### config.mk
export PLATFORM = sky130hd
export DESIGN_NAME = mem_stage_flat
export DESIGN_NICKNAME = d
export VERILOG_FILES = /design/src/rtl/mem_stage_pkg.sv /design/src/rtl/mem_stage_if.sv /design/src/rtl/mem_stage_load_extend.sv /design/src/rtl/mem_stage.sv /design/src/flat_wrapper.sv
export SDC_FILE = /design/constraint.sdc
export NUM_CORES = 1
export LEC_CHECK = 0
export ABC_AREA = 1
export CORE_AREA = 2 2 165 167
export CTS_CLUSTER_SIZE = 28
export DETAILED_ROUTE_END_ITERATION = 16
export DIE_AREA = 0 0 167 169
export PLACE_DENSITY = 0.73
export SLEW_MARGIN = 20
export SYNTH_ARGS = -nofsm -noshare
export SYNTH_HDL_FRONTEND = slang
export SYNTH_SLANG_ARGS = --single-unit
### constraint.sdc
create_clock -name clk -period 3.96 [get_ports clk]
set_clock_uncertainty 0.2 [all_clocks]
set_input_delay 1.188 -clock clk [delete_from_list [all_inputs] [get_ports clk]]
set_output_delay 1.188 -clock clk [all_outputs]
set_load 0.03 [all_outputs]
### src/rtl/mem_stage_pkg.sv
// Shared constants and types for the Mem stage: opcodes, load/store kinds, exception codes and
// the data-memory / device address map.
package mem_stage_pkg;

    localparam logic [5:0] OP_LW  = 6'h23;
    localparam logic [5:0] OP_LH  = 6'h21;
    localparam logic [5:0] OP_LHU = 6'h25;
    localparam logic [5:0] OP_LB  = 6'h20;
    localparam logic [5:0] OP_LBU = 6'h24;
    localparam logic [5:0] OP_SW  = 6'h2B;
    localparam logic [5:0] OP_SH  = 6'h29;
    localparam logic [5:0] OP_SB  = 6'h28;

    localparam logic [31:0] DM_TOP   = 32'h0000_2FFF;
    localparam logic [31:0] DEV_BASE = 32'h0000_7F00;
    localparam logic [31:0] DEV_TOP  = 32'h0000_7F1F;

    localparam logic [4:0] EXC_NONE = 5'd0;
    localparam logic [4:0] EXC_ADEL = 5'd4;
    localparam logic [4:0] EXC_ADES = 5'd5;

    typedef enum logic [2:0] {
        LT_NONE,
        LT_LW,
        LT_LH,
        LT_LHU,
        LT_LB,
        LT_LBU
    } load_type_e;

    typedef enum logic [1:0] {
        ST_NONE,
        ST_SW,
        ST_SH,
        ST_SB
    } store_type_e;

    typedef struct packed {
        logic [31:0] pc;
        logic [31:0] instr;
        logic [31:0] alu_ans;
        logic [31:0] grf_rd2;
        logic [31:0] grf_wd;
        logic [4:0]  exc_code;
        logic        if_bd;
        logic        if_wr_grf;
        logic [4:0]  grf_wa;
        logic [4:0]  t_new;
    } ex_mem_t;

    typedef struct packed {
        logic [31:0] pc;
        logic [31:0] grf_wd;
        logic [4:0]  grf_wa;
        logic        if_wr_grf;
        load_type_e  load_type;
        logic [1:0]  offset;
    } mem_wb_t;

    function automatic load_type_e decode_load(input logic [5:0] op);
        case (op)
            OP_LW:   return LT_LW;
            OP_LH:   return LT_LH;
            OP_LHU:  return LT_LHU;
            OP_LB:   return LT_LB;
            OP_LBU:  return LT_LBU;
            default: return LT_NONE;
        endcase
    endfunction

    function automatic store_type_e decode_store(input logic [5:0] op);
        case (op)
            OP_SW:   return ST_SW;
            OP_SH:   return ST_SH;
            OP_SB:   return ST_SB;
            default: return ST_NONE;
        endcase
    endfunction

endpackage

### src/rtl/mem_stage_if.sv
// Data-memory / bridge bus driven by the Mem stage; read data returns one cycle after the address.
interface mem_stage_if;
    logic [31:0] dmAddr;
    logic [31:0] dmWd;
    logic [3:0]  dmByteEn;
    logic [31:0] dmRd;

    modport master (
        output dmAddr,
        output dmWd,
        output dmByteEn,
        input  dmRd
    );

    modport slave (
        input  dmAddr,
        input  dmWd,
        input  dmByteEn,
        output dmRd
    );
endinterface

### src/rtl/mem_stage_load_extend.sv
// Picks the addressed byte/half/word out of the DM read word and sign- or zero-extends it.
module mem_stage_load_extend
    import mem_stage_pkg::*;
(
    input  logic [31:0] rd_i,
    input  logic [1:0]  offset_i,
    input  load_type_e  load_type_i,
    output logic [31:0] ext_o
);

    logic [7:0]  byte_sel;
    logic [15:0] half_sel;

    always_comb begin
        byte_sel = rd_i[{offset_i, 3'b000} +: 8];
        half_sel = offset_i[1] ? rd_i[31:16] : rd_i[15:0];
        case (load_type_i)
            LT_LW:   ext_o = rd_i;
            LT_LH:   ext_o = {{16{half_sel[15]}}, half_sel};
            LT_LHU:  ext_o = {16'h0000, half_sel};
            LT_LB:   ext_o = {{24{byte_sel[7]}}, byte_sel};
            LT_LBU:  ext_o = {24'h000000, byte_sel};
            default: ext_o = rd_i;
        endcase
    end

endmodule

### src/rtl/mem_stage.sv
// Ex->Mem register, store-lane / address-exception logic, and Mem->Wb register with load extraction.
// Mem never stalls; CP0 flush or reset turns both registers into a nop bubble.
module mem_stage
    import mem_stage_pkg::*;
(
    input  logic        clk,
    input  logic        reset,
    input  logic        flush_Cp0,

    input  logic [31:0] pc_ExMem,
    input  logic [31:0] instr_ExMem,
    input  logic [31:0] aluAns_ExMem,
    input  logic [31:0] grfRd2_ExMem,
    input  logic [31:0] grfWd_ExMem,
    input  logic [4:0]  excCode_ExMem,
    input  logic        ifBd_ExMem,
    input  logic        ifWrGrf_ExMem,
    input  logic [4:0]  grfWa_ExMem,
    input  logic [4:0]  tNew_ExMem,

    mem_stage_if.master dm,

    output logic [31:0] pc_Mem,
    output logic [4:0]  excCode_Mem,
    output logic        ifBd_Mem,

    output logic [31:0] fwdData_Mem,
    output logic        ifWrGrf_Mem,
    output logic [4:0]  grfWa_Mem,
    output logic [4:0]  tNew_Mem,

    output logic [31:0] grfWd_MemWb,
    output logic [4:0]  grfWa_MemWb,
    output logic        ifWrGrf_MemWb,
    output logic [31:0] pc_MemWb
);

    ex_mem_t ex_mem_d, ex_mem_q;
    mem_wb_t mem_wb_d, mem_wb_q;

    logic        kill;
    load_type_e  load_type;
    store_type_e store_type;
    logic        is_load, is_store, is_word, is_half;
    logic [31:0] addr, dev_off;
    logic        in_dm, in_dev, is_count, misalign, addr_err;
    logic [4:0]  exc_code;
    logic [3:0]  lane_en;
    logic [31:0] lane_wd;
    logic        wb_we;
    logic [31:0] load_data;
    logic        unused_instr;

    assign kill = reset | flush_Cp0;

    always_comb begin
        ex_mem_d = '0;
        if (!kill) begin
            ex_mem_d.pc        = pc_ExMem;
            ex_mem_d.instr     = instr_ExMem;
            ex_mem_d.alu_ans   = aluAns_ExMem;
            ex_mem_d.grf_rd2   = grfRd2_ExMem;
            ex_mem_d.grf_wd    = grfWd_ExMem;
            ex_mem_d.exc_code  = excCode_ExMem;
            ex_mem_d.if_bd     = ifBd_ExMem;
            ex_mem_d.if_wr_grf = ifWrGrf_ExMem;
            ex_mem_d.grf_wa    = grfWa_ExMem;
            ex_mem_d.t_new     = tNew_ExMem;
        end
    end

    always_ff @(posedge clk) begin
        ex_mem_q <= ex_mem_d;
    end

    // Only the opcode field matters from here on.
    assign unused_instr = ^ex_mem_q.instr[25:0];

    assign load_type  = decode_load(ex_mem_q.instr[31:26]);
    assign store_type = decode_store(ex_mem_q.instr[31:26]);
    assign addr       = ex_mem_q.alu_ans;

    always_comb begin
        is_load  = (load_type != LT_NONE);
        is_store = (store_type != ST_NONE);
        is_word  = (load_type == LT_LW) || (store_type == ST_SW);
        is_half  = (load_type == LT_LH) || (load_type == LT_LHU) || (store_type == ST_SH);
        in_dm    = (addr <= DM_TOP);
        in_dev   = (addr >= DEV_BASE) && (addr <= DEV_TOP);
        dev_off  = addr - DEV_BASE;
        // Timer COUNT registers are read-only.
        is_count = in_dev && (((dev_off >= 32'h08) && (dev_off <= 32'h0B)) ||
                              ((dev_off >= 32'h18) && (dev_off <= 32'h1B)));
        misalign = (is_word && (addr[1:0] != 2'b00)) || (is_half && addr[0]);
        addr_err = misalign || !(in_dm || in_dev) || (in_dev && !is_word) ||
                   (is_store && is_count);

        exc_code = ex_mem_q.exc_code;
        if ((ex_mem_q.exc_code == EXC_NONE) && (is_load || is_store) && addr_err) begin
            exc_code = is_load ? EXC_ADEL : EXC_ADES;
        end
    end

    always_comb begin
        lane_en = 4'b0000;
        lane_wd = ex_mem_q.grf_rd2;
        case (store_type)
            ST_SW: lane_en = 4'b1111;
            ST_SH: begin
                lane_en = addr[1] ? 4'b1100 : 4'b0011;
                lane_wd = {2{ex_mem_q.grf_rd2[15:0]}};
            end
            ST_SB: begin
                lane_en = 4'b0001 << addr[1:0];
                lane_wd = {4{ex_mem_q.grf_rd2[7:0]}};
            end
            default: lane_en = 4'b0000;
        endcase
    end

    assign dm.dmAddr   = addr;
    assign dm.dmWd     = lane_wd;
    assign dm.dmByteEn = (kill || (exc_code != EXC_NONE)) ? 4'b0000 : lane_en;

    assign pc_Mem      = ex_mem_q.pc;
    assign excCode_Mem = exc_code;
    assign ifBd_Mem    = ex_mem_q.if_bd;
    assign fwdData_Mem = ex_mem_q.grf_wd;
    assign ifWrGrf_Mem = ex_mem_q.if_wr_grf && (ex_mem_q.grf_wa != 5'd0);
    assign grfWa_Mem   = ex_mem_q.grf_wa;
    assign tNew_Mem    = ex_mem_q.t_new;

    // A faulting instruction must not reach the register file.
    assign wb_we = ex_mem_q.if_wr_grf && (ex_mem_q.grf_wa != 5'd0) && (exc_code == EXC_NONE);

    always_comb begin
        mem_wb_d = '0;
        if (!kill) begin
            mem_wb_d.pc        = ex_mem_q.pc;
            mem_wb_d.grf_wd    = ex_mem_q.grf_wd;
            mem_wb_d.grf_wa    = wb_we ? ex_mem_q.grf_wa : 5'd0;
            mem_wb_d.if_wr_grf = wb_we;
            mem_wb_d.load_type = (exc_code == EXC_NONE) ? load_type : LT_NONE;
            mem_wb_d.offset    = addr[1:0];
        end
    end

    always_ff @(posedge clk) begin
        mem_wb_q <= mem_wb_d;
    end

    mem_stage_load_extend u_load_extend (
        .rd_i        (dm.dmRd),
        .offset_i    (mem_wb_q.offset),
        .load_type_i (mem_wb_q.load_type),
        .ext_o       (load_data)
    );

    assign grfWd_MemWb   = (mem_wb_q.load_type != LT_NONE) ? load_data : mem_wb_q.grf_wd;
    assign grfWa_MemWb   = mem_wb_q.grf_wa;
    assign ifWrGrf_MemWb = mem_wb_q.if_wr_grf;
    assign pc_MemWb      = mem_wb_q.pc;

endmodule

### src/flat_wrapper.sv
// flat-port wrapper written by rule: the top's interface ports become plain ports
module mem_stage_flat import mem_stage_pkg::*;
  (clk, reset, flush_Cp0, pc_ExMem, instr_ExMem, aluAns_ExMem, grfRd2_ExMem, grfWd_ExMem, excCode_ExMem, ifBd_ExMem, ifWrGrf_ExMem, grfWa_ExMem, tNew_ExMem, pc_Mem, excCode_Mem, ifBd_Mem, fwdData_Mem, ifWrGrf_Mem, grfWa_Mem, tNew_Mem, grfWd_MemWb, grfWa_MemWb, ifWrGrf_MemWb, pc_MemWb, dm_dmAddr, dm_dmWd, dm_dmByteEn, dm_dmRd);
  mem_stage_if dm_i ();
  input  logic clk;
  input  logic reset;
  input  logic flush_Cp0;
  input  logic [31:0] pc_ExMem;
  input  logic [31:0] instr_ExMem;
  input  logic [31:0] aluAns_ExMem;
  input  logic [31:0] grfRd2_ExMem;
  input  logic [31:0] grfWd_ExMem;
  input  logic [4:0] excCode_ExMem;
  input  logic ifBd_ExMem;
  input  logic ifWrGrf_ExMem;
  input  logic [4:0] grfWa_ExMem;
  input  logic [4:0] tNew_ExMem;
  output logic [31:0] pc_Mem;
  output logic [4:0] excCode_Mem;
  output logic ifBd_Mem;
  output logic [31:0] fwdData_Mem;
  output logic ifWrGrf_Mem;
  output logic [4:0] grfWa_Mem;
  output logic [4:0] tNew_Mem;
  output logic [31:0] grfWd_MemWb;
  output logic [4:0] grfWa_MemWb;
  output logic ifWrGrf_MemWb;
  output logic [31:0] pc_MemWb;
  output wire logic [$bits(dm_i.dmAddr)-1:0] dm_dmAddr;
  output wire logic [$bits(dm_i.dmWd)-1:0] dm_dmWd;
  output wire logic [$bits(dm_i.dmByteEn)-1:0] dm_dmByteEn;
  input wire logic [$bits(dm_i.dmRd)-1:0] dm_dmRd;
  assign dm_dmAddr = dm_i.dmAddr;
  assign dm_dmWd = dm_i.dmWd;
  assign dm_dmByteEn = dm_i.dmByteEn;
  assign dm_i.dmRd = dm_dmRd;
  mem_stage u_core (.clk(clk), .reset(reset), .flush_Cp0(flush_Cp0), .pc_ExMem(pc_ExMem), .instr_ExMem(instr_ExMem), .aluAns_ExMem(aluAns_ExMem), .grfRd2_ExMem(grfRd2_ExMem), .grfWd_ExMem(grfWd_ExMem), .excCode_ExMem(excCode_ExMem), .ifBd_ExMem(ifBd_ExMem), .ifWrGrf_ExMem(ifWrGrf_ExMem), .grfWa_ExMem(grfWa_ExMem), .tNew_ExMem(tNew_ExMem), .dm(dm_i), .pc_Mem(pc_Mem), .excCode_Mem(excCode_Mem), .ifBd_Mem(ifBd_Mem), .fwdData_Mem(fwdData_Mem), .ifWrGrf_Mem(ifWrGrf_Mem), .grfWa_Mem(grfWa_Mem), .tNew_Mem(tNew_Mem), .grfWd_MemWb(grfWd_MemWb), .grfWa_MemWb(grfWa_MemWb), .ifWrGrf_MemWb(ifWrGrf_MemWb), .pc_MemWb(pc_MemWb));
endmodule
; ---- Word level (Yosys, flattened, before mapping)
; Index checks and enable logic that the tools add are counted.
[word_totals]
register_bits = 252
inputBits = 212
out_inout_bits = 219
wordCells = 93
[op_classes]
add_sub_neg = 1
magnitude_cmp = 7
n_eq_ne = 18
n_shift = 2
mux = 11
bitwise_logic = 3
n_reduce_logical = 35
[ops]
columns = operator, n
row1 = 32-bit one-hot mux with 4 select lines, 1
row2 = 32-bit one-hot mux with 2 select lines, 1
row3 = 6-bit equality test (second input constant), 8
row4 = 32-bit by 15-bit >= comparator with 1-bit output (second input constant), 1
row5 = 32-bit by 4-bit >= comparator with 1-bit output (second input constant), 1
row6 = 32-bit by 5-bit >= comparator with 1-bit output (second input constant), 1
row7 = 32-bit by 14-bit less-or-equal comparator with 1-bit output (second input constant), 1
row8 = 32-bit by 15-bit less-or-equal comparator with 1-bit output (second input constant), 1
row9 = 32-bit by 4-bit less-or-equal comparator with 1-bit output (second input constant), 1
row10 = 32-bit by 5-bit less-or-equal comparator with 1-bit output (second input constant), 1
row11 = 32-bit 2-to-1 mux, 1
row12 = 32-bit by 6-bit variable part select with 8-bit output, 1
row13 = 32-bit by 15-bit subtractor with 32-bit output (second input constant), 1
row14 = 16-bit 2-to-1 mux, 1
row15 = 3-bit one-hot mux with 5 select lines, 1
row16 = 3-bit by 2-bit equality test with 1-bit output (second input constant), 4
row17 = 1-bit logical AND, 12
row18 = 4-bit one-hot mux with 3 select lines, 1
row19 = 1-bit logical OR, 11
row20 = 5-bit zero test, 2
row21 = 5-bit nonzero test, 2
row22 = 4-bit 2-to-1 mux, 2
row23 = 3-bit equality test (second input constant), 2
row24 = 2-bit one-hot mux with 3 select lines, 1
row25 = other kinds (12), 18

; ---- Depth between registers and ports, before layout
; Gate-level depths: netlist (run 1).
[depth]
word_depth = 16
depth_mapped = 19
mapped_depth_nobuf = 19

; ---- Hierarchy
; Synthesis (run 1) repeated with hierarchy kept, for this count alone.
[unflattened]
cells_unflattened = 1351
hier_area_um2 = 10053.4
[modules_own_cells]
columns = mod, instances, cells_each, area_per_inst_um2, seq_area_each_um2
row1 = mem_stage, 1, 1185, 9290.2, 4524.3
row2 = mem_stage_load_extend, 1, 166, 763.2, 0.0

; ---- Worst setup path after synthesis (run 1)
; Ideal clock, no wire load.
[synth_path]
kind = input -> output
startpoint = input port flush_Cp0
endpoint = output port dm_dmByteEn[0]
arrival_time_ps = 2620
required_ps = 2572
setup_slack_ps = -48
stages = 4
n_path_buf = 0
cell_sequence = or2_2 nor3_1 nand4_1 nor3_1
[synth_via]
elab_chain_len = 3
[synth_rtl]
columns = item, line
row1 = start: declaration, flat_wrapper.sv:7  ; input logic flush_Cp0;
row2 = 1-bit bitwise OR, mem_stage.sv:54  ; assign kill = reset | flush_Cp0;
row3 = 1-bit logical OR, mem_stage.sv:123  ; assign dm.dmByteEn = (kill || (exc_code != EXC_NONE)) ? 4'b0000 : lane_en;
row4 = 4-bit 2-to-1 mux, mem_stage.sv:123
row5 = end: declaration, flat_wrapper.sv:31  ; output wire logic [$bits(dm_i.dmByteEn)-1:0] dm_dmByteEn;
; Every way passes these cells.

; ---- Final worst setup path (run 1)
[layout_path]
startpoint = register u_core.ex_mem_q, in the netlist u_core.dm.dmAddr[28]
endpoint = output port dm_dmByteEn[3]
[layout_via]
elab_chain_len = 12
elab_cells_between_ends = 25
classes_between = add/sub (1) / order compare (7) / mux (2) / reduce/logical (15)
[layout_rtl]
columns = item, line
row1 = start: declaration, mem_stage.sv:38  ; ex_mem_t ex_mem_d, ex_mem_q;
row2 = start signal: assignment, mem_stage.sv:73  ; ex_mem_q <= ex_mem_d;
row3 = 32-bit by 15-bit subtractor with 32-bit output (tied with other cells), mem_stage.sv:90  ; dev_off = addr - DEV_BASE;
row4 = 32-bit by 4-bit >= comparator with 1-bit output (tied with other cells), mem_stage.sv:92  ; is_count = in_dev && (((dev_off >= 32'h08) && (dev_off <= 32'h0B)) ||
row5 = 1-bit logical AND (tied with other cells), mem_stage.sv:92
row6 = 1-bit logical OR or 1-bit zero test (tied branches), "mem_stage.sv:92, mem_stage.sv:95"
row7 = 1-bit logical AND or 1-bit logical OR (tied branches), "mem_stage.sv:92, mem_stage.sv:95"
row8 = 1-bit logical AND or 1-bit logical OR (tied branches), "mem_stage.sv:96, mem_stage.sv:95"
row9 = 1-bit logical OR *, mem_stage.sv:95  ; addr_err = misalign || !(in_dm || in_dev) || (in_dev && !is_word) ||
row10 = 1-bit logical AND *, mem_stage.sv:99  ; if ((ex_mem_q.exc_code == EXC_NONE) && (is_load || is_store) && addr_err) begin
row11 = 5-bit 2-to-1 mux *, mem_stage.sv:99
row12 = 5-bit nonzero test *, mem_stage.sv:123
row13 = 1-bit logical OR *, mem_stage.sv:123
row14 = 4-bit 2-to-1 mux *, mem_stage.sv:123
; Every way passes the cells marked *; elsewhere a longest branch is shown, timed or not.

==> metrics.md, run 1 <==
| Metric | Value |
|---|---|
| CTS tree | done |
| Clock Path Buffers | 3 |
| Drt drc | 0 |
| Clock latency on the worst-skew pair | 0.53 ns |
| Initial Util | 37.3% |
| VDD IR max | approximately 0.29 mV |
| Hold buffer count at cts | 0 |
| Post-Layout Cell Count | 2017 |
| Worst Path Required | 2.57 ns |
| Num rows | 60 |
| Hold Path Class | register to register |
| Via Count | 8941 |
| Drt wl/cell | 15.2 um |
| Final setup fails | 5 |
| Worst setup path end | dm_dmByteEn[3] |
| Largest net degree at the start of global routing | 202 |
| Leakage | approximately 0.0067 uW |
| CP Class | register to output port |
| Post-synth EDFFs | 0 |
| Crit. Startpoint | u_core.dm.dmAddr[28]$_SDFF_PP0_ |
| Synth top cells by count | inv_1 (298), nor2_1 (297), dfxtp_1 (226) |
| GRT Residual Overflow | 0 |
| Die W | 167 um |
| FFs w/ async S/R, synth | 0% |
| Part of the cycle the worst path needs | 106% |
| Area of the core | 0.0265 mm2 |
| Post-synth top flop | dfxtp_1 |
| Slew of the pin with the lowest slew margin | 0.877 ns |
| Initial DRC Count | approximately 740 |
| H-tree Lvls | 1 |
| Filler instances | about 2400 |
| Max Fclk | 239 MHz |
| First-pass GRT wire length | roughly 47 mm |
| Die footprint | 0.0282 mm2 |
| Synth area leaders | dfxtp_1 (46%), buf_4 (11%), inv_1 (11%) |
| CP max stage delay | about 0.32 ns |
| Cell at the slowest stage of the critical path | dfxtp_1 |
| Vias in the first global route | 8765 |
| Ant diodes | 0 |
| Placed insts | 1949 |
| Dpl hpwl | 23.0 mm |
| Worst slew margin | 41.5% |
| Die height | ~170 um |
| GR Util met1 | 24.3% |
| RSZ-0062 raised after global routing | true |
| Clock root buffer | clkbuf_16 |
| Register bit total from synthesis | 226 |
| CTS Buf Count | 25 |
| Gate Count Post-Synth | 1370 |
| Placer Congestion | 0.930 |
| Violated checks | negative setup slack |
| Crit start category | register |
| CTS Sinks | 226 |
| Top cell type by total area after synthesis | dfxtp_1 |
| CP Cell Sequence | nor2_2 -> nand2_2 -> nor2_4 -> nand4_1 -> buf_4 -> nor2_2 -> nand2_1 -> a21oi_2 -> nand2_2 -> nand2_4 -> nand4_1 -> buf_6 -> nor3_4 -> buf_12 |
| Count of cell types in the netlist | 43 |
| Util after Layout | a little over half |
| GRT busiest layer | met2 |
| Mapped cell area | 0.00989 mm2 |
| Critical path capture point type | output port |
| MaxCap Viol Count | 0 |
| ANT nets after route | 0 |
| Most common cell in the netlist | inv_1 |
| Fin. Hold Viols | 0 |
| Reg2reg setup slack | 1.36 ns |
| Layout cells sized above 1 | 14.7% |
| Io pins | between 400 and 500 |
| Number of port buffers | 404 |
| RR Startpoint | u_core.dm.dmAddr[28]$_SDFF_PP0_ |
| Crit-path max FO | 5 |
| Area grow syn2layout | 47.3% |
| Fin. max-slew vios | 0 |
| Status | complete, but fails checks |
| Fin nets | approximately 1900 |
| Fraction of met2 tracks used by global routing | 37.0% |
| Final Critical Period | 4.18 ns |
| GRT Total Usage | 20.6% |
| Syn Nets | between 1500 and 2000 |
| DR vias/cell | 4.43 |
| Post-synth top area share | 45.8% |
| FF-to-FF path depth | 14 |
| DRT Pass-1 Iters | 5 |
| Yosys warnings | 0 |
| Met3 Track Usage GR | 4.86% |
| Reg2reg end | u_core.mem_wb_q[2]$_SDFF_PP0_ |
| Antenna violations before repair | 0 |
| Crit path arrival time | 2.79 ns |
| Clk pin slew, worst setup/hold paths | 0.06 ns |
| PD cells | 374 mW/mm2 |
| Final Worst Setup Slack | -0.222 ns |
| Register area share after synthesis | roughly 46% |
| Drt total wl | approximately 31 mm |
| Syn_area_per_cell | 7.22 um2 |
==> worst max-delay path, delay by kind of cell (launching register included) <==
kind            cells  cell delay [ns]
compound gates      1             0.15
buf+inv             3             0.52
flops               1             0.32
simple gates       10             1.29
==> per-stage QoR <==
step | setup TNS (ns) | hold slack [ns] | setup slack (ns) | area [um2] | power [uW]
floorplan | -0.193 | 0.209 | -0.0483 | 9890 | 2870
detailed placement | -8.28 | 0.214 | -0.350 | 13200 | 3220
global placement | -7.52 | 0.210 | -0.334 | 13200 | 3210
CTS | -1.12 | 0.225 | -0.237 | 14300 | 5510
finish | -0.939 | 0.218 | -0.222 | 14600 | 5450
global route | -1.98 | 0.234 | -0.387 | 14600 | 5680
==> report_power, final <==
group | switching, uW | internal (uW)
sequential | 52.5 | 2350
clock | 945 | 1300
combinational | 418 | 387
==> cell families after synthesis <==
logic type | count (synthesis) | share of synthesized area [%]
simple gates | 524 | 21.9
buf+inv | 496 | 24.6
flops | 226 | 45.8
compound gates | 121 | 7.38
xor+xnor | 2 | 0.177
fa+ha+maj | 1 | 0.127
==> per-layer routing <==
metal  vias up  wire length (um)
met2       388             15500
met5         -                 0
met3        52              2320
li1       4484                 -
met1      4017             12100
met4         0               746
==> how the worst min path moves through the flow <==
stage,slack [ns],to,from,depth (start not counted)
finish,0.22,u_core.mem_wb_q[39]$_SDFF_PP0_,u_core.fwdData_Mem[28]$_SDFF_PP0_,2
global route,0.23,u_core.pc_MemWb[22]$_SDFF_PP0_,u_core.pc_Mem[22]$_SDFF_PP0_,2
CTS,0.22,u_core.pc_MemWb[31]$_SDFF_PP0_,u_core.pc_Mem[31]$_SDFF_PP0_,2
detailed placement,0.21,u_core.pc_MemWb[22]$_SDFF_PP0_,u_core.pc_Mem[22]$_SDFF_PP0_,2
global placement,0.21,u_core.pc_MemWb[6]$_SDFF_PP0_,u_core.pc_Mem[6]$_SDFF_PP0_,2
floorplan,0.21,u_core.mem_wb_q[11]$_SDFF_PP0_,u_core.fwdData_Mem[0]$_SDFF_PP0_,2
==> timing repair <==
action | in CTS | in global routing
cloned | 1 | 1
resized for setup | 85 | 66
endpoints found under the setup margin | 38 | 35
buffers inserted | 11 | 11
pin swaps | 21 | 25
hold endpoints to repair | 0 | 0
==> sequential cells by signal, indices dropped and copies added (netlist names) <==
signal and cells:
u_core.ex_mem_q 44, u_core.mem_wb_q 37, u_core.dm.dmAddr 32, u_core.fwdData_Mem 32
u_core.pc_MemWb 32, u_core.pc_Mem 32, u_core.grfWa_MemWb 5, u_core.grfWa_Mem 5
u_core.tNew_Mem 5, u_core.ifBd_Mem 1, u_core.ifWrGrf_MemWb 1
==> placed cells by master (no fill, tap or decap), drive strengths merged, types with 2 or more instances in the layout <==
cell type / instances
o311ai: 6
dlygate4sd2: 3
nand2: 164
nor3: 11
dfxtp: 226
o21bai: 3
a21oi: 12
o21ai: 72
clkinvlp: 3
nand4: 13
a221oi: 8
o211ai: 13
clkinv: 7
nand3: 22
clkbuf: 39
nor4: 5
clkdlybuf4s50: 342
a31oi: 2
nand3b: 3
nor2: 304
buf: 105
inv: 300
xor2: 2
==> layout make-up <==
type	count	area (um2)	area share (%)
Inverter	301	1140	7.82
Sequential cell	226	4560	31.3
Clock inverter	9	68.8	0.473
Clock buffer	36	737	5.06
Multi-Input combinational cell	649	3200	22.0
Timing Repair Buffer	455	4430	30.4
Tap cell	341	427	2.93
No activity file was read; power rests on OpenSTA's default activity.
==> run 2, diff against run 1 <==
Settings changed: CORE_AREA 2 2 165 167 to 2 2 167 169, CTS_BUF_LIST from default to sky130_fd_sc_hd__clkbuf_4 sky130_fd_sc_hd__clkbuf_8, CTS_CLUSTER_DIAMETER from default to 30, DIE_AREA 0 0 167 169 to 0 0 169 171, PLACE_DENSITY 0.73 to 0.72, SYNTH_HIERARCHICAL from default to 1.
==> run 2 against run 1 <==
Against the previous run: the run still ends with negative setup slack left; highest routed layer unchanged; via count down 2.5%; utilization shrank 0.43 points; global-route usage decreased by 1.4 points; combinational power fell by 2%.
==> metrics.md, run 2 <==
| Metric | Value |
|---|---|
| Drt drc | 0 |
| Gate Count Post-Synth | 1351 |
| Dpl cell area | ~0.013 mm2 |
| Hold Path Class | register to register |
| CTS Sinks | 226 |
| Drt total wl | 29.3 mm |
| MaxCap Viol Count | 0 |
| Number of flip-flops in the largest register | 44 |
| Fin nets | 1865 |
| GRT Total Usage | between 10% and 20% |
| Num rows | 61 |
| Biggest regs | u_core/ex_mem_q (44), u_core/mem_wb_q (37) |
| Syn Nets | 1564 |
| CP max stage delay | 0.39 ns |
| Count of cell types in the netlist | 35 |
| Area grow syn2layout | 48.2% |
| H-tree Lvls | 2 |
| Most common cell after layout, fill and taps aside | clkdlybuf4s50_1 |
| DR vias/cell | 4.28 |
| Initial Util | 36.8% |
| Number of port buffers | 404 |
| Crit-path most repeated cell | nand2_1 |
| Yosys warnings | 6 |
| Critical path capture point type | output port |
| CP Class | register to output port |
| Final Total Pwr | 6070 uW |
| Leakage | a little over 0.007 uW |
| Crit. Startpoint | u_core/dm.dmAddr[17]$_SDFF_PP0_ |
| Ant diodes | 0 |
| Crit-path max FO | 5 |
| Largest Register | u_core/ex_mem_q |
| Register bit total from synthesis | 226 |
| Util after Layout | a little over half |
| CP Cell Sequence | nor2_1 -> nand2_1 -> nor2_1 -> nand2_4 -> xor2_1 -> nand3_1 -> nor2_2 -> nand3_1 -> nand2_1 -> nand2_1 -> nand2_2 -> nand2_4 -> nand2_8 -> nor2_2 -> buf_12 |
| Antenna violations before repair | 0 |
| Mapped cell area | 0.0101 mm2 |
| Worst Path Required | ~2.6 ns |
| Crit path arrival time | approximately 2.6 ns |
| Top delay family on crit path | simple AND/OR/NAND/NOR gates |
| Io pins | 431 |
| Hold Startpoint | u_core/pc_Mem[21]$_SDFF_PP0_ |
| Dpl hpwl | about 22 mm |
| Die height | 171 um |
| Worst slew margin | 40.0% |
| Area of the core | roughly 0.027 mm2 |
| Final setup fails | 5 |
| Pre-CTS setup slack | -0.635 ns |
| PD cells | 407 mW/mm2 |
| Register area share after synthesis | 45.0% |
| Die W | ~170 um |
| Max Fclk | 250 MHz |
| Cell at the slowest stage of the critical path | dfxtp_1 |
| GRT Residual Overflow | 0 |
| Fin. max-slew vios | 0 |
| ANT nets after route | 0 |
| Top cell type by total area after synthesis | dfxtp_1 |
| FFs w/ async S/R, synth | 0% |
| Fin. Hold Viols | 0 |
| Part of the cycle the worst path needs | 101% |
| Die footprint | 0.0289 mm2 |
| Post-synth EDFFs | 0 |
| Synth top cells by count | inv_1 (272), nor2_1 (259), dfxtp_1 (226) |
| Reg2reg end | u_core/grfWa_MemWb[0]$_SDFF_PP0_ |
| Worst Hold Path Cells | 2 |
| Clock root buffer | clkbuf_8 |
| Vias in the first global route | 8457 |
| CTS tree | done |
| Finished Cell Area | between 0.01 and 0.015 mm2 |
| Post-synth top area share | approximately 45% |
| Syn_area_per_cell | roughly 7.4 um2 |
| Final Critical Period | about 4.0 ns |
| VDD IR max | 0.357 mV |
| Post-synth top flop | dfxtp_1 |
| CTS Buf Count | 49 |
| Crit start category | register |
| Most common cell in the netlist | inv_1 |
| RSZ-0062 raised after global routing | true |
| Clock Path Buffers | 3 |
| Largest net degree at the start of global routing | 89 |
| Synth area leaders | dfxtp_1 (45%), buf_4 (11%), inv_1 (10%) |
| Final Worst Setup Slack | -0.0409 ns |
| First-pass GRT wire length | 43.4 mm |
| FF-to-FF path depth | 16 |
| Initial DRC Count | roughly 370 |
| Reg2reg setup slack | approximately 1.5 ns |
| Most frequent cells in the layout | clkdlybuf4s50_1 (333), inv_1 (271), nor2_1 (253) |
| Final setup TNS | -0.137 ns |
| Hold buffer count at cts | 0 |
| Clk pin slew, worst setup/hold paths | 0.06 ns |
| Worst Path Buf+Inv | 1 |
| Layout cells sized above 1 | roughly 17% |
| Slew of the pin with the lowest slew margin | between 0.8 and 0.9 ns |
| RR Startpoint | u_core/dm.dmAddr[17]$_SDFF_PP0_ |
| Via Count | between 8000 and 9000 |
| Status | complete, but fails checks |
| Violated checks | negative setup slack |
| Drt wl/cell | 14.4 um |
| Hold Path End | u_core/pc_MemWb[21]$_SDFF_PP0_ |
| Clock latency on the worst-skew pair | around 0.58 ns |
| Placer Congestion | approximately 0.9 |
| DRT Pass-1 Iters | 5 |
==> run 2: changes by cell type in the layout (fill, tap and decap cells not counted), sizes merged, moves of 22 or more <==
cell / delta
nand3: +46
o21ai: -58
mux2: +32
clkbuf: +22
nand2: +48
nor2: -22
==> run 2: worst max path at each step <==
stage,cells past startpoint,to
after floorplan,6,dm_dmByteEn[0]
after global placement,10,grfWd_MemWb[8]
after detailed placement,10,grfWd_MemWb[8]
after CTS,16,dm_dmByteEn[0]
after global routing,17,dm_dmByteEn[0]
final,15,dm_dmByteEn[0]
==> run 2: final cells by class <==
type,instances,area [um2]
inverters,280,1070
repair buffers,444,4460
well taps,346,433
multi-input cells,651,3260
clock inverters,27,360
fillers,2519,12400
clock buffers,60,788
flip-flops and latches,226,4540
==> run 2: worst reg2reg max path: cells and delay by family (launching register included) <==
kind / cells / cell delay, ns
and+or+nand+nor: 13 / 1.38
DFF: 1 / 0.39
buffers and inverters: 2 / 0.29
xor gates and xnor gates: 1 / 0.14
==> run 2: kinds of logic after synthesis <==
logic type / count (synthesis) / share of synthesized area, %
adders and majority gates: 1 / 0.124
and+or+nand+nor: 580 / 24.7
buffers and inverters: 474 / 24.0
DFF: 226 / 45.0
xor gates and xnor gates: 7 / 0.610
muxes: 32 / 3.58
AOI/OAI and AO/OA: 31 / 1.94
==> run 2: what timing repair did <==
action	in CTS	in global routing
pin swaps	11	4
resized for setup	208	23
endpoints found under the setup margin	44	43
gates cloned	2	0
buffers inserted	6	3
endpoints found under the hold margin	0	0
==> run 2: per-stage QoR <==
step | hold WS, ns | std cells
floorplan | 0.209 | 1351
global placement | 0.211 | 1936
detailed placement | 0.215 | 1936
CTS | 0.222 | 2031
global route | 0.239 | 2034
finish | 0.216 | 2034
==> run 2: power by group <==
part           internal (uW)  total (uW)  switching, uW  leakage, uW
Combinational            386         791            405      0.00465
Sequential              2350        2400           47.0      0.00185
Clock                   1750        2880           1130     0.000586
==> run 2: metal layers <==
layer | track usage (%) | vias to the layer above | share of wire (%)
met4 | 7.95 | 0 | 3.2
met3 | 6.71 | 66 | 9.1
li1 | - | 4410 | -
met1 | 20.2 | 3894 | 37
met2 | 35.2 | 344 | 50
met5 | 0 | - | 0
==> run 3, diff against run 2 <==
Settings changed: CORE_AREA 2 2 167 169 to 2 2 169 171, DIE_AREA 0 0 169 171 to 0 0 171 173, PLACE_DENSITY 0.72 to 0.8.
==> run 3 against run 2 <==
Against the previous run: design area up 0.34%; clock power up 6%; sequential share of layout area down 0.12 points; non-clock buffer count up 5; critical path depth up 1; largest power group unchanged; flip-flop and latch count unchanged; the flow still finishes with violations (negative setup slack); largest cell class unchanged; hold slack better by 0.0034 ns; sequential power about the same.
==> metrics.md, run 3 (synthesis gave the netlist of run 2 again) <==
| Metric | Value |
|---|---|
| Status | complete, but fails checks |
| Violated checks | negative setup slack |
| DR top layer | met4 |
| Filler instances | around 2500 |
| Clock latency on the worst-skew pair | 0.56 ns |
| Crit start category | register |
| CP max stage delay | 0.36 ns |
| Leakage | between 0.007 and 0.008 uW |
| Final Critical Period | 4.01 ns |
| DRT Pass-1 Iters | 5 |
| CTS Sinks | between 200 and 250 |
| Top delay family on crit path | simple AND/OR/NAND/NOR gates |
| Worst slew margin | 31.8% |
| MaxCap Viol Count | 0 |
| Final setup fails | 6 |
| Placer Congestion | 0.896 |
| Ant diodes | 0 |
| VDD IR max | 0.465 mV |
| Antenna violations before repair | 0 |
| Die height | 173 um |
| Multi-input gate area | 0.00328 mm2 |
| ANT nets after route | 0 |
| GRT Residual Overflow | 0 |
| Util after Layout | between 50% and 60% |
| Largest net degree at the start of global routing | slightly below 100 |
| H-tree Lvls | 2 |
| CTS Buf Count | 51 |
| Reg area | 0.00453 mm2 |
| Num rows | 61 |
| First-pass GRT wire length | 47.8 mm |
| GRT Total Usage | 20.5% |
| Most frequent cells in the layout | clkdlybuf4s50_1 (330), inv_1 (271), nor2_1 (256) |
| Via Count | 9065 |
| Number of port buffers | a little over 400 |
| Clk pin slew, worst setup/hold paths | ~0.060 ns |
| Post-Layout Cell Count | 2082 |
| Most common cell after layout, fill and taps aside | clkdlybuf4s50_1 |
| Metal1 wirelength | 11.2 mm |
| Biggest regs | u_core/ex_mem_q (44), u_core/mem_wb_q (37) |
| Hold Path Class | register to register |
| Final setup TNS | -0.246 ns |
| Fin. max-slew vios | 0 |
| Fin nets | 1874 |
| Crit path arrival time | 2.62 ns |
| CP Class | register to output port |
| Dpl hpwl | 23.1 mm |
| Area grow syn2layout | 48.7% |
| Met3 wire length | 2.97 mm |
| CTS tree | done |
| Cell at the slowest stage of the critical path | dfxtp_4 |
| PD cells | 417 mW/mm2 |
| Metal2 WL | 15.7 mm |
| Slew of the pin with the lowest slew margin | 1.02 ns |
| CP Cell Sequence | ha_4 -> nand3_4 -> nor2_4 -> nand2_4 -> nand2_2 -> xor2_1 -> nand3_1 -> nor2_2 -> nand3_1 -> nand2_1 -> nand2_1 -> nand2_2 -> nand2_8 -> nand2_8 -> nor2_4 -> buf_12 |
| Io pins | 431 |
| Final Total Pwr | 6240 uW |
| Layout cells sized above 1 | 17.7% |
| Critical path capture point type | output port |
| Max Fclk | about 250 MHz |
| Die W | 171 um |
| Drt wl/cell | 15.1 um |
| Clock root buffer | clkbuf_8 |
| Final Worst Setup Slack | -0.0501 ns |
| Largest Register | u_core/ex_mem_q |
| Placed insts | 1965 |
| Drt total wl | 31.3 mm |
| Drt drc | 0 |
| Worst Path Buf+Inv | 1 |
| Part of the cycle the worst path needs | 101% |
| Initial Util | 36.4% |
| Minimum hold slack | 0.219 ns |
| Area of the core | 0.0276 mm2 |
| Worst Path Required | 2.57 ns |
| Fin. Hold Viols | 0 |
| RSZ-0062 raised after global routing | true |
| Die footprint | 0.0296 mm2 |
| Initial DRC Count | between 500 and 600 |
| Vias in the first global route | 9194 |
| Clock Path Buffers | 3 |
| Number of flip-flops in the largest register | 44 |
| DR vias/cell | 4.35 |
| Crit-path max FO | 7 |
run 3: cell count changes in the layout (fill, tap and decap cells not counted), moves of 4 or more:
| cell | change |
|---|---|
| buf_4 | +20 |
| dlymetal6s2s_1 | +6 |
| buf_6 | -20 |
| buf_2 | +8 |
| clkinvlp_4 | +12 |
| nand2_2 | -4 |
| dlygate4sd2_1 | -4 |
run 3: what timing repair did:
| action | 4_1_cts | 5_1_grt |
|---|---|---|
| setup endpoints to repair | 34 | 42 |
| hold buffers | 0 | 0 |
| pin swaps | 9 | 9 |
| gates resized for setup | 108 | 27 |
| cloned | 3 | 0 |
| setup buffers | 12 | 6 |
run 3: cell type report:
| type | count | area share [%] |
|---|---|---|
| Clock inverter | 35 | 2.80 |
| Timing Repair Buffer | 449 | 29.2 |
| Tap cell | 378 | 3.16 |
| Multi-Input combinational cell | 653 | 21.9 |
| Sequential cell | 226 | 30.3 |
| Clock buffer | 61 | 5.45 |
| Inverter | 280 | 7.11 |
run 3: report_power, final:
part           switching [uW]  internal, uW
Combinational             417           385
Sequential               48.4          2350
Clock                    1170          1870
Total                    1630          4610
run 3: final timing paths:
check	cells past startpoint	start	end	slack, ns
max reg2reg	17	u_core/dm.dmAddr[9]$_SDFF_PP0_	u_core/mem_wb_q[2]$_SDFF_PP0_	1.49
min	2	u_core/pc_Mem[26]$_SDFF_PP0_	u_core/pc_MemWb[26]$_SDFF_PP0_	0.22
min reg2reg	2	u_core/pc_Mem[26]$_SDFF_PP0_	u_core/pc_MemWb[26]$_SDFF_PP0_	0.22
max	16	u_core/dm.dmAddr[9]$_SDFF_PP0_	dm_dmByteEn[0]	-0.05
run 3: worst register-to-register path, cell delays in order (launching register included):
cell     delay (ns)
dfxtp_4        0.36
ha_4           0.14
nand3_4        0.09
nor2_4         0.18
nand2_4        0.12
nand2_2        0.08
xor2_1         0.14
nand3_1        0.11
nor2_2         0.11
nand3_1        0.09
nand2_1        0.07
nand2_1        0.05
nand2_2        0.12
nand2_8        0.10
nand2_8        0.11
buf_4          0.11
buf_4          0.11
nor2_2         0.04
run 3: per-stage QoR:
stage                     cell area [um2]  setup slack, ns
after CTS                           14800           -0.175
after global placement              13400           -0.594
final                               14900          -0.0501
after detailed placement            13400           -0.674
after global routing                14900           -0.277
after floorplan                     10100            0.361
run 3: metal layers:
metal / global-route usage, % / up-vias
met4: 10.2 / 0
met1: 21.1 / 4084
met5: 0 / -
met2: 37.2 / 441
met3: 6.43 / 98
li1: - / 4442
